<file path="src/rtl/uart_pkg.sv">
// Shared types and helpers for the UART transmit path (state encoding, parity).
package uart_pkg;

    localparam int unsigned MAX_DATA_BITS = 9;

    typedef enum logic [2:0] {
        IDLE,
        START,
        DATA,
        PARITY,
        STOP
    } tx_state_t;

    function automatic logic even_parity(input logic [MAX_DATA_BITS-1:0] data);
        return ^data;
    endfunction

endpackage

</file>
<file path="src/rtl/uart_baud_gen.sv">
// Bit-period timer: one-cycle bit_end_o pulse every BAUD_DIV cycles while enabled.
module uart_baud_gen #(
    parameter int unsigned BAUD_DIV = 434
) (
    input  logic clk,
    input  logic rst_n,
    input  logic en_i,
    output logic bit_end_o
);

    logic [15:0] cnt_q, cnt_d;
    logic        term;

    assign term      = (cnt_q == 16'(BAUD_DIV - 1));
    assign bit_end_o = en_i && term;

    always_comb begin
        cnt_d = cnt_q;
        if (!en_i || term) begin
            cnt_d = '0;
        end else begin
            cnt_d = cnt_q + 16'd1;
        end
    end

    always_ff @(posedge clk or negedge rst_n) begin
        if (!rst_n) begin
            cnt_q <= '0;
        end else begin
            cnt_q <= cnt_d;
        end
    end

endmodule

</file>
<file path="src/rtl/uart_tx.sv">
// UART transmitter: START, DATA (LSB first), optional even PARITY, STOP bits.
// Define UART_TX_BUF_EN to add a one-entry holding register for gapless frames.
module uart_tx
    import uart_pkg::*;
#(
    parameter int unsigned BAUD_DIV      = 434,
    parameter int unsigned DATA_BITS     = 8,
    parameter int unsigned ENABLE_PARITY = 1,
    parameter int unsigned STOP_BIT      = 1
) (
    input  logic                 clk,
    input  logic                 rst_n,
    input  logic                 tx_valid,
    input  logic [DATA_BITS-1:0] tx_data,
    output logic                 tx_ready,
    output logic                 tx,
    output logic                 busy
);

    localparam int unsigned FRAME_BITS = 1 + DATA_BITS + ENABLE_PARITY + STOP_BIT;
    // Sized from the frame length, which always exceeds DATA_BITS-1.
    localparam int unsigned BIT_CNT_W  = $clog2(FRAME_BITS);

    tx_state_t              state_q, state_d;
    logic [DATA_BITS-1:0]   shift_q, shift_d;
    logic [BIT_CNT_W-1:0]   bit_cnt_q, bit_cnt_d;
    logic                   stop_cnt_q, stop_cnt_d;
    logic                   parity_q, parity_d;
    logic                   tx_q, tx_d;
    logic                   bit_end;
    logic                   accept;
    logic                   load;
    logic [DATA_BITS-1:0]   load_data;
`ifdef UART_TX_BUF_EN
    logic [DATA_BITS-1:0]   hold_q, hold_d;
    logic                   hold_full_q, hold_full_d;
`endif

    uart_baud_gen #(
        .BAUD_DIV (BAUD_DIV)
    ) u_baud (
        .clk       (clk),
        .rst_n     (rst_n),
        .en_i      (state_q != IDLE),
        .bit_end_o (bit_end)
    );

`ifdef UART_TX_BUF_EN
    assign tx_ready = !hold_full_q;
`else
    assign tx_ready = (state_q == IDLE);
`endif
    assign accept = tx_valid && tx_ready;
    assign busy   = (state_q != IDLE);
    assign tx     = tx_q;

    always_comb begin
        state_d    = state_q;
        shift_d    = shift_q;
        bit_cnt_d  = bit_cnt_q;
        stop_cnt_d = stop_cnt_q;
        parity_d   = parity_q;
        load       = 1'b0;
        load_data  = tx_data;
`ifdef UART_TX_BUF_EN
        hold_d      = hold_q;
        hold_full_d = hold_full_q;
        if (accept && state_q != IDLE) begin
            hold_d      = tx_data;
            hold_full_d = 1'b1;
        end
`endif
        case (state_q)
            IDLE: begin
                if (accept) begin
                    load    = 1'b1;
                    state_d = START;
                end
            end
            START: begin
                if (bit_end) begin
                    state_d   = DATA;
                    bit_cnt_d = '0;
                end
            end
            DATA: begin
                if (bit_end) begin
                    if (bit_cnt_q == BIT_CNT_W'(DATA_BITS - 1)) begin
                        state_d    = (ENABLE_PARITY != 0) ? PARITY : STOP;
                        stop_cnt_d = 1'b0;
                    end else begin
                        bit_cnt_d = bit_cnt_q + BIT_CNT_W'(1);
                        shift_d   = shift_q >> 1;
                    end
                end
            end
            PARITY: begin
                if (bit_end) begin
                    state_d    = STOP;
                    stop_cnt_d = 1'b0;
                end
            end
            STOP: begin
                if (bit_end) begin
                    if (stop_cnt_q == 1'(STOP_BIT - 1)) begin
                        state_d = IDLE;
`ifdef UART_TX_BUF_EN
                        // A byte accepted on the final stop cycle skips the holding register.
                        if (hold_full_q) begin
                            load        = 1'b1;
                            load_data   = hold_q;
                            state_d     = START;
                            hold_full_d = accept;
                        end else if (accept) begin
                            load        = 1'b1;
                            state_d     = START;
                            hold_full_d = 1'b0;
                        end
`endif
                    end else begin
                        stop_cnt_d = stop_cnt_q + 1'b1;
                    end
                end
            end
            default: state_d = IDLE;
        endcase

        if (load) begin
            shift_d  = load_data;
            parity_d = even_parity(MAX_DATA_BITS'(load_data));
        end

        // tx is registered from the next state so the line changes on the state edge.
        case (state_d)
            START:   tx_d = 1'b0;
            DATA:    tx_d = shift_d[0];
            PARITY:  tx_d = parity_d;
            default: tx_d = 1'b1;
        endcase
    end

    always_ff @(posedge clk or negedge rst_n) begin
        if (!rst_n) begin
            state_q     <= IDLE;
            shift_q     <= '0;
            bit_cnt_q   <= '0;
            stop_cnt_q  <= 1'b0;
            parity_q    <= 1'b0;
            tx_q        <= 1'b1;
`ifdef UART_TX_BUF_EN
            hold_q      <= '0;
            hold_full_q <= 1'b0;
`endif
        end else begin
            state_q     <= state_d;
            shift_q     <= shift_d;
            bit_cnt_q   <= bit_cnt_d;
            stop_cnt_q  <= stop_cnt_d;
            parity_q    <= parity_d;
            tx_q        <= tx_d;
`ifdef UART_TX_BUF_EN
            hold_q      <= hold_d;
            hold_full_q <= hold_full_d;
`endif
        end
    end

endmodule

</file>
<file path="config.mk">
export PLATFORM = sky130hd
export DESIGN_NAME = uart_tx
export DESIGN_NICKNAME = d
export VERILOG_FILES = /design/src/rtl/uart_pkg.sv /design/src/rtl/uart_baud_gen.sv /design/src/rtl/uart_tx.sv
export SDC_FILE = /design/constraint.sdc
export NUM_CORES = 1
export LEC_CHECK = 0
export CAP_MARGIN = 0
export CORE_MARGIN = 2
export CORE_UTILIZATION = 45
export DETAILED_ROUTE_END_ITERATION = 8
export DONT_BUFFER_PORTS = 1
export SYNTH_ARGS = -nofsm -noshare
export SYNTH_HDL_FRONTEND = slang
export SYNTH_SLANG_ARGS = --single-unit
</file>
<file path="constraint.sdc">
create_clock -name clk -period 3.55 [get_ports clk]
set_clock_uncertainty 0.2 [all_clocks]
set_input_delay 0.71 -clock clk [delete_from_list [all_inputs] [get_ports clk]]
set_output_delay 0.71 -clock clk [all_outputs]
set_load 0.1 [all_outputs]
</file>
Word-level counts from Yosys, hierarchy flattened

Index checks and enable logic that the tools add are counted.

Add/sub/neg operators: 3
$mul: 0
Div/mod/pow operators: 0
Magnitude comparators: 0
Equality and inequality tests: 16
Shift operators: 0
Muxes and demuxes: 27
Bitwise gates (word level): 0
Reductions and logical operators: 14

Operators by type and width:

| cell                                                  | number |
|---|---|
| 2-to-1 mux 8 bit                                      | 4 |
| 2-to-1 mux 3 bit                                      | 7 |
| adder 16 x 1 -> 16 bit (second input constant)        | 1 |
| equality test 16 x 9 -> 1 bit (second input constant) | 1 |
| 2-to-1 mux 16 bit                                     | 1 |
| one-hot mux 3 bit (5 select lines)                    | 1 |
| inequality test 2 bit (second input constant)         | 7 |
| equality test 3 x 2 -> 1 bit (second input constant)  | 4 |
| 2-to-1 mux 4 bit                                      | 3 |
| XOR reduction 9 bit                                   | 1 |
| 2-to-1 mux 1 bit                                      | 8 |
| one-hot mux 4 bit (2 select lines)                    | 1 |
| equality test 3 x 1 -> 1 bit (second input constant)  | 2 |
| one-hot mux 1 bit (3 select lines)                    | 2 |
| nonzero test 2 bit                                    | 3 |
| nonzero test 3 bit                                    | 2 |
| AND reduction 5 bit                                   | 1 |
| adder 4 x 1 -> 4 bit (second input constant)          | 1 |
| equality test 4 x 3 -> 1 bit (second input constant)  | 1 |
| AND reduction 4 bit                                   | 1 |
| equality test 3 bit (second input constant)           | 1 |
| zero test 3 bit                                       | 1 |
| AND reduction 3 bit                                   | 1 |
| logical AND 1 bit                                     | 2 |
| 3 further kinds                                       | 3 |

Register bits after elaboration: 34
Latch bits: 0
RAM bits: 0
Bits in read-only memories: 0
Input bits: 11
Output and inout port bits: 3
Logic and storage cells: 68
Memories kept: 0

Depth between registers and ports, before layout

Depth in word-level cells: 6
Mapped depth: 7
Depth with buffers taken out: 7

Hierarchy

From an unflattened synthesis, not the netlist that was laid out.

Cells, all modules: 173
Area total of the unflattened synthesis: 1795.5 um2

By module, submodules not included:

| module        | times used | cells each | area each (um2) | seq. area each (um2) |
|---|---|---|---|---|
| uart_tx       | 1          | 90         | 925.9           | 426.7 |
| uart_baud_gen | 1          | 83         | 869.6           | 400.4 |

Worst setup path after synthesis

OpenSTA, ideal clock, no wires.

Path type: reg2reg
Start point: register state_q[1]
End point: register tx_q, in the netlist tx
Setup time: 83 ps
Data arrival time: 3119 ps
Data required time: 3267 ps
Slack: 147 ps
Cell stages (with the launch flop): 8
Buffers on the path: 1
Period minus slack after synthesis: 3403 ps
Path through: dfrtp_1 -> clkbuf_1 -> or3_1 -> inv_1 -> and2_1 -> a31oi_1 -> a221oi_2 -> o32a_1

Longest elaborated chain between the ends: 6
Elaborated cells between the ends (all ways): 26
Classes of those cells: eq/ne: 7; mux: 15; reduce/logical: 4

Ends and longest elaborated chain:

| what                               | RTL line            | source |
|---|---|---|
| start: declaration                 | uart_tx.sv:24       | `tx_state_t state_q, state_d;` |
| start signal: assignment           | uart_tx.sv:155      | `state_q <= state_d;` |
| nonzero test 3 bit                 | n/a                 |  |
| net busy                           | uart_tx.sv:17       | `output logic busy` |
| logical AND 1 bit                  | uart_baud_gen.sv:15 | `assign bit_end_o = en_i && term;` |
| 2-to-1 mux 8 bit                   | uart_tx.sv:87       | `if (bit_end) begin` |
| 2-to-1 mux 8 bit                   | uart_tx.sv:73       | `case (state_q)` |
| 2-to-1 mux 8 bit                   | uart_tx.sv:128      | `if (load) begin` |
| net shift_d[0]                     | uart_tx.sv:25       | `logic [DATA_BITS-1:0] shift_q, shift_d;` |
| one-hot mux 1 bit (3 select lines) | uart_tx.sv:134      | `case (state_d)` |
| net tx_d                           | uart_tx.sv:29       | `logic tx_q, tx_d;` |
| end signal: assignment             | uart_tx.sv:160      | `tx_q <= tx_d;` |
| end: declaration                   | uart_tx.sv:29       |  |

The timed path passes the listed nets, and every way through them passes these cells. The select of a mux whose other input is x is not followed.
A chain may end at the register's enable or synchronous reset.

Worst setup path in the final report

Start point: register u_baud.cnt_q[1]
End point: register tx_q, in the netlist tx

Longest elaborated chain between the ends: 6
Elaborated cells between the ends (all ways): 14
Classes of those cells: eq/ne: 4; mux: 9; reduce/logical: 1

Ends and longest elaborated chain:

| what                               | RTL line            | source |
|---|---|---|
| start: declaration                 | uart_baud_gen.sv:11 | `logic [15:0] cnt_q, cnt_d;` |
| start signal: assignment           | uart_baud_gen.sv:30 | `cnt_q <= cnt_d;` |
| equality test 16 x 9 -> 1 bit      | uart_baud_gen.sv:14 | `assign term = (cnt_q == 16'(BAUD_DIV - 1));` |
| logical AND 1 bit                  | uart_baud_gen.sv:15 |  |
| 2-to-1 mux 8 bit                   | uart_tx.sv:87       |  |
| 2-to-1 mux 8 bit                   | uart_tx.sv:73       |  |
| 2-to-1 mux 8 bit                   | uart_tx.sv:128      |  |
| net shift_d[0]                     | uart_tx.sv:25       |  |
| one-hot mux 1 bit (3 select lines) | uart_tx.sv:134      |  |
| net tx_d                           | uart_tx.sv:29       |  |

The timed path passes the listed nets, and every way through them passes these cells. The select of a mux whose other input is x is not followed.

==> run_results.csv <==
group,metric,value,unit
run_status,status,"complete, no violations",
power_and_ir_drop,power.switching,156,uW
setup_path,path_class,"flop to flop",
setup_path,path_cells,"inv_1 > ha_1 > or4b_4 > or4_4 > nor3_4 > a221oi_2 > o32a_1",
timing,slew_violations,0,
cells_and_area,area_growth,12.5,%
clock_tree,tritoncts,"built",
logic_synthesis,ys_ff_latch,33,
logic_synthesis,yosysMostFrequentCell,"dfrtp_1",
placement,portBuffers,0,
timing,min_period_over_period,80.3,%
logic_synthesis,synth-edff-count,0,
clock_tree,h-tree-depth,2,
logic_synthesis,synth.distinct_cells,34,
power_and_ir_drop,pwr-share-clk,51.4,%
power_and_ir_drop,power_frac_seq,45.7,%
clock_tree,numCtsBuffers,5,
logic_synthesis,syn_inst,179,
job,drv_cap,0,
floorplanning,die-area,0.00432,mm^2
logic_synthesis,synthesis.area,0.00171,mm^2
floorplanning,start_util,46.8,%
floorplanning,die_w,65.7,um
power_and_ir_drop,p_int,666,uW
cells_and_area,fill_cells,337,
detailed_routing,antenna_left,0,
setup_path,crit_required,3570,ps
setup_path,crit_path_max_fanout,10,
clock_tree,cts.clk_slew.worst_paths,70,ps
setup_path,crit_arrival,2870,ps
timing,final.setup.tns,0,ps
timing,hold_violations,0,
logic_synthesis,synth.avg_cell_area,9.58,um^2
cells_and_area,multiInputGateArea,838,um^2
placement,pre_cts_ws,706,ps
timing,worstMarginPinSlew,625,ps
logic_synthesis,synth-async-reset-ratio,100,%
logic_synthesis,synth_common_cells,"dfrtp_1 (32), nand2_1 (22), nor2_1 (19)",
detailed_routing,initialDrtViolationCount,84,
min_path,hold_class,"primary input to async pin",
timing,fin_crit,2850,ps
logic_synthesis,synth_top_area_share,46.7,%
floorplanning,fp.coreArea,0.00366,mm^2
setup_path,cpPeakStageDelay,590,ps
power_and_ir_drop,p_total,822,uW
power_and_ir_drop,power_density,426,mW/mm^2
power_and_ir_drop,p_leak,0.000815,uW
detailed_routing,post-route-drc-count,0,
setup_path,critPathLaunchType,"flop",
global_route,grt_pass1_wl,6050,um
timing,setup_viol,0,
logic_synthesis,synthTopCellsByArea,"dfrtp_1 (47%), xnor2_1 (6.6%), nand2_1 (4.8%), nor2_1 (4.2%), o21ai_0 (3.8%)",
setup_path,critical_path.slowest_cell,"or4_4",
logic_synthesis,yosys_warnings,0,
detailed_routing,drt_first_pass_iters,4,
setup_path,cpLargestDelayFamily,"simple AND/OR/NAND/NOR gates",
setup_path,crit_buf_inv,1,
logic_synthesis,syn_nets,193,
timing,rsz0062_at_grt,"no",
global_route,grt_max_degree,33,
power_and_ir_drop,switching_share,19.0,%
power_and_ir_drop,share_comb_of_total_power,2.9,%
timing,fmax,0.351,GHz
cells_and_area,antennaDiodeCount,0,
clock_tree,clk_latency,290,ps
placement,gp_congestion,0.761,
cells_and_area,instances_no_fill,234,
floorplanning,rows,22,
placement,dp_hpwl,2320,um
logic_synthesis,synth_ff_type,"dfrtp_1",
cells_and_area,nets,199,
detailed_routing,wl_per_cell,14.0,um
timing,slew_headroom,57.9,%
clock_tree,post_cts_buffers,0,
placement,dp.cells,225,
timing,finalWorstSetupSlack,699,ps
floorplanning,die_h,65.7,um
detailed_routing,vias,1282,
cells_and_area,drive_gt1_share,9.68,%
global_route,track_usage,18.4,%
global_route,grt_pass1_vias,1356,
logic_synthesis,synth_seq_area_share,48.2,%
global_route,antenna_found_initial,0,
setup_path,end_kind,"flop",
cells_and_area,register_area,827,um^2
clock_tree,root_buffer,"clkbuf_8",
clock_tree,clock_path_buffers,2,
global_route,gr-total-overflow,0,
floorplanning,ios,14,
power_and_ir_drop,ir_drop,0.000238,V
logic_synthesis,yosysTopAreaCell,"dfrtp_1",
detailed_routing,vias_per_cell,5.48,
detailed_routing,drt-total-wl,3280,um
clock_tree,cts.sinks,33,
## per-stage QoR
step	utilization (%)	cell area, um^2	hold WS (ps)
global route	52.7	1930	44.6
floorplan	-	1710	214
CTS	52.7	1930	44.4
global placement	48.5	1770	215
detailed placement	48.5	1770	215
finish	52.7	1930	42.2
## placed cells by master (no fill, tap or decap), types with 2 or more instances in the layout
cell type	Yosys	final
ha_1	3	3
nand3b_1	2	2
a22oi_1	5	5
or3_1	6	6
nor3_1	2	2
nand2_1	22	22
o21ai_0	13	13
clkbuf_8	0	5
buf_4	0	2
nand3_1	6	6
nand4_1	4	4
mux2i_1	2	2
xnor2_1	13	13
nor4_1	2	2
inv_1	9	9
nor2b_1	3	3
and2_1	3	3
dfrtp_1	32	32
nor2_1	19	19
or4bb_1	2	2
xor2_1	5	5
bufinv_16	0	2
a31oi_1	2	2
a21oi_1	7	7
and4_1	2	2
## final timing paths
kind / start / end / slack [ps] / cells after the start
worst max-delay path: u_baud.cnt_q[1] / tx / 700 / 7
worst min-delay path: rst_n / shift_q[0] / 40 / 1
worst max register to register: u_baud.cnt_q[1] / tx / 700 / 7
worst min register to register: shift_q[3] / shift_q[3] / 280 / 2
max in group asynchronous: rst_n / u_baud.cnt_q[14] / 2930 / 1
min in group clk: shift_q[3] / shift_q[3] / 280 / 2
## power by group through the flow
stage	clock, uW	combinational [uW]	sequential (uW)
4_1_cts	429	24.7	376
3_3_place_gp	0	14.2	383
2_1_floorplan	0	13.2	383
6_report	423	23.5	376
3_5_place_dp	0	14.5	383
5_1_grt	448	26.0	376
## flip-flops by register name, indices dropped and copies added (netlist names)
signal        flops
u_baud.cnt_q     16
shift_q           8
bit_cnt_q         4
state_q           3
parity_q          1
tx                1
## repair_timing
item                                   4_1_cts  5_1_grt
endpoints found under the hold margin       32        0
setup endpoints to repair                    0        0
hold buffers                                 1        0
resized for setup                            0        0
## routing by layer
layer / vias to the layer above / track usage (%) / wire length [um]
met2: 26 / 31.4 / 1630
met3: 5 / 5.99 / 155
met5: - / 0 / 0
li1: 630 / - / -
met4: 0 / 5.47 / 41
met1: 621 / 21.8 / 1460
## cell families after synthesis
kind of cell / after synthesis / share of synthesized area [%]
AO/OA/AOI/OAI: 30 / 10.7
buffers and inverters: 13 / 2.85
AND/OR/NAND/NOR: 79 / 25.0
XOR/XNOR: 18 / 9.20
adder cells (fa/ha/maj): 3 / 2.19
flip-flops: 33 / 48.2
multiplexers: 3 / 1.82
## layout make-up
| class | count | share of cell area, % |
|---|---|---|
| Clock buffer | 5 | 3.57 |
| Sequential cell | 33 | 42.9 |
| Clock inverter | 3 | 3.37 |
| Timing Repair Buffer | 3 | 1.82 |
| Inverter | 9 | 1.75 |
| Tap cell | 48 | 3.11 |
| Multi-Input combinational cell | 133 | 43.5 |
No activity file was read; power rests on OpenSTA's default activity.
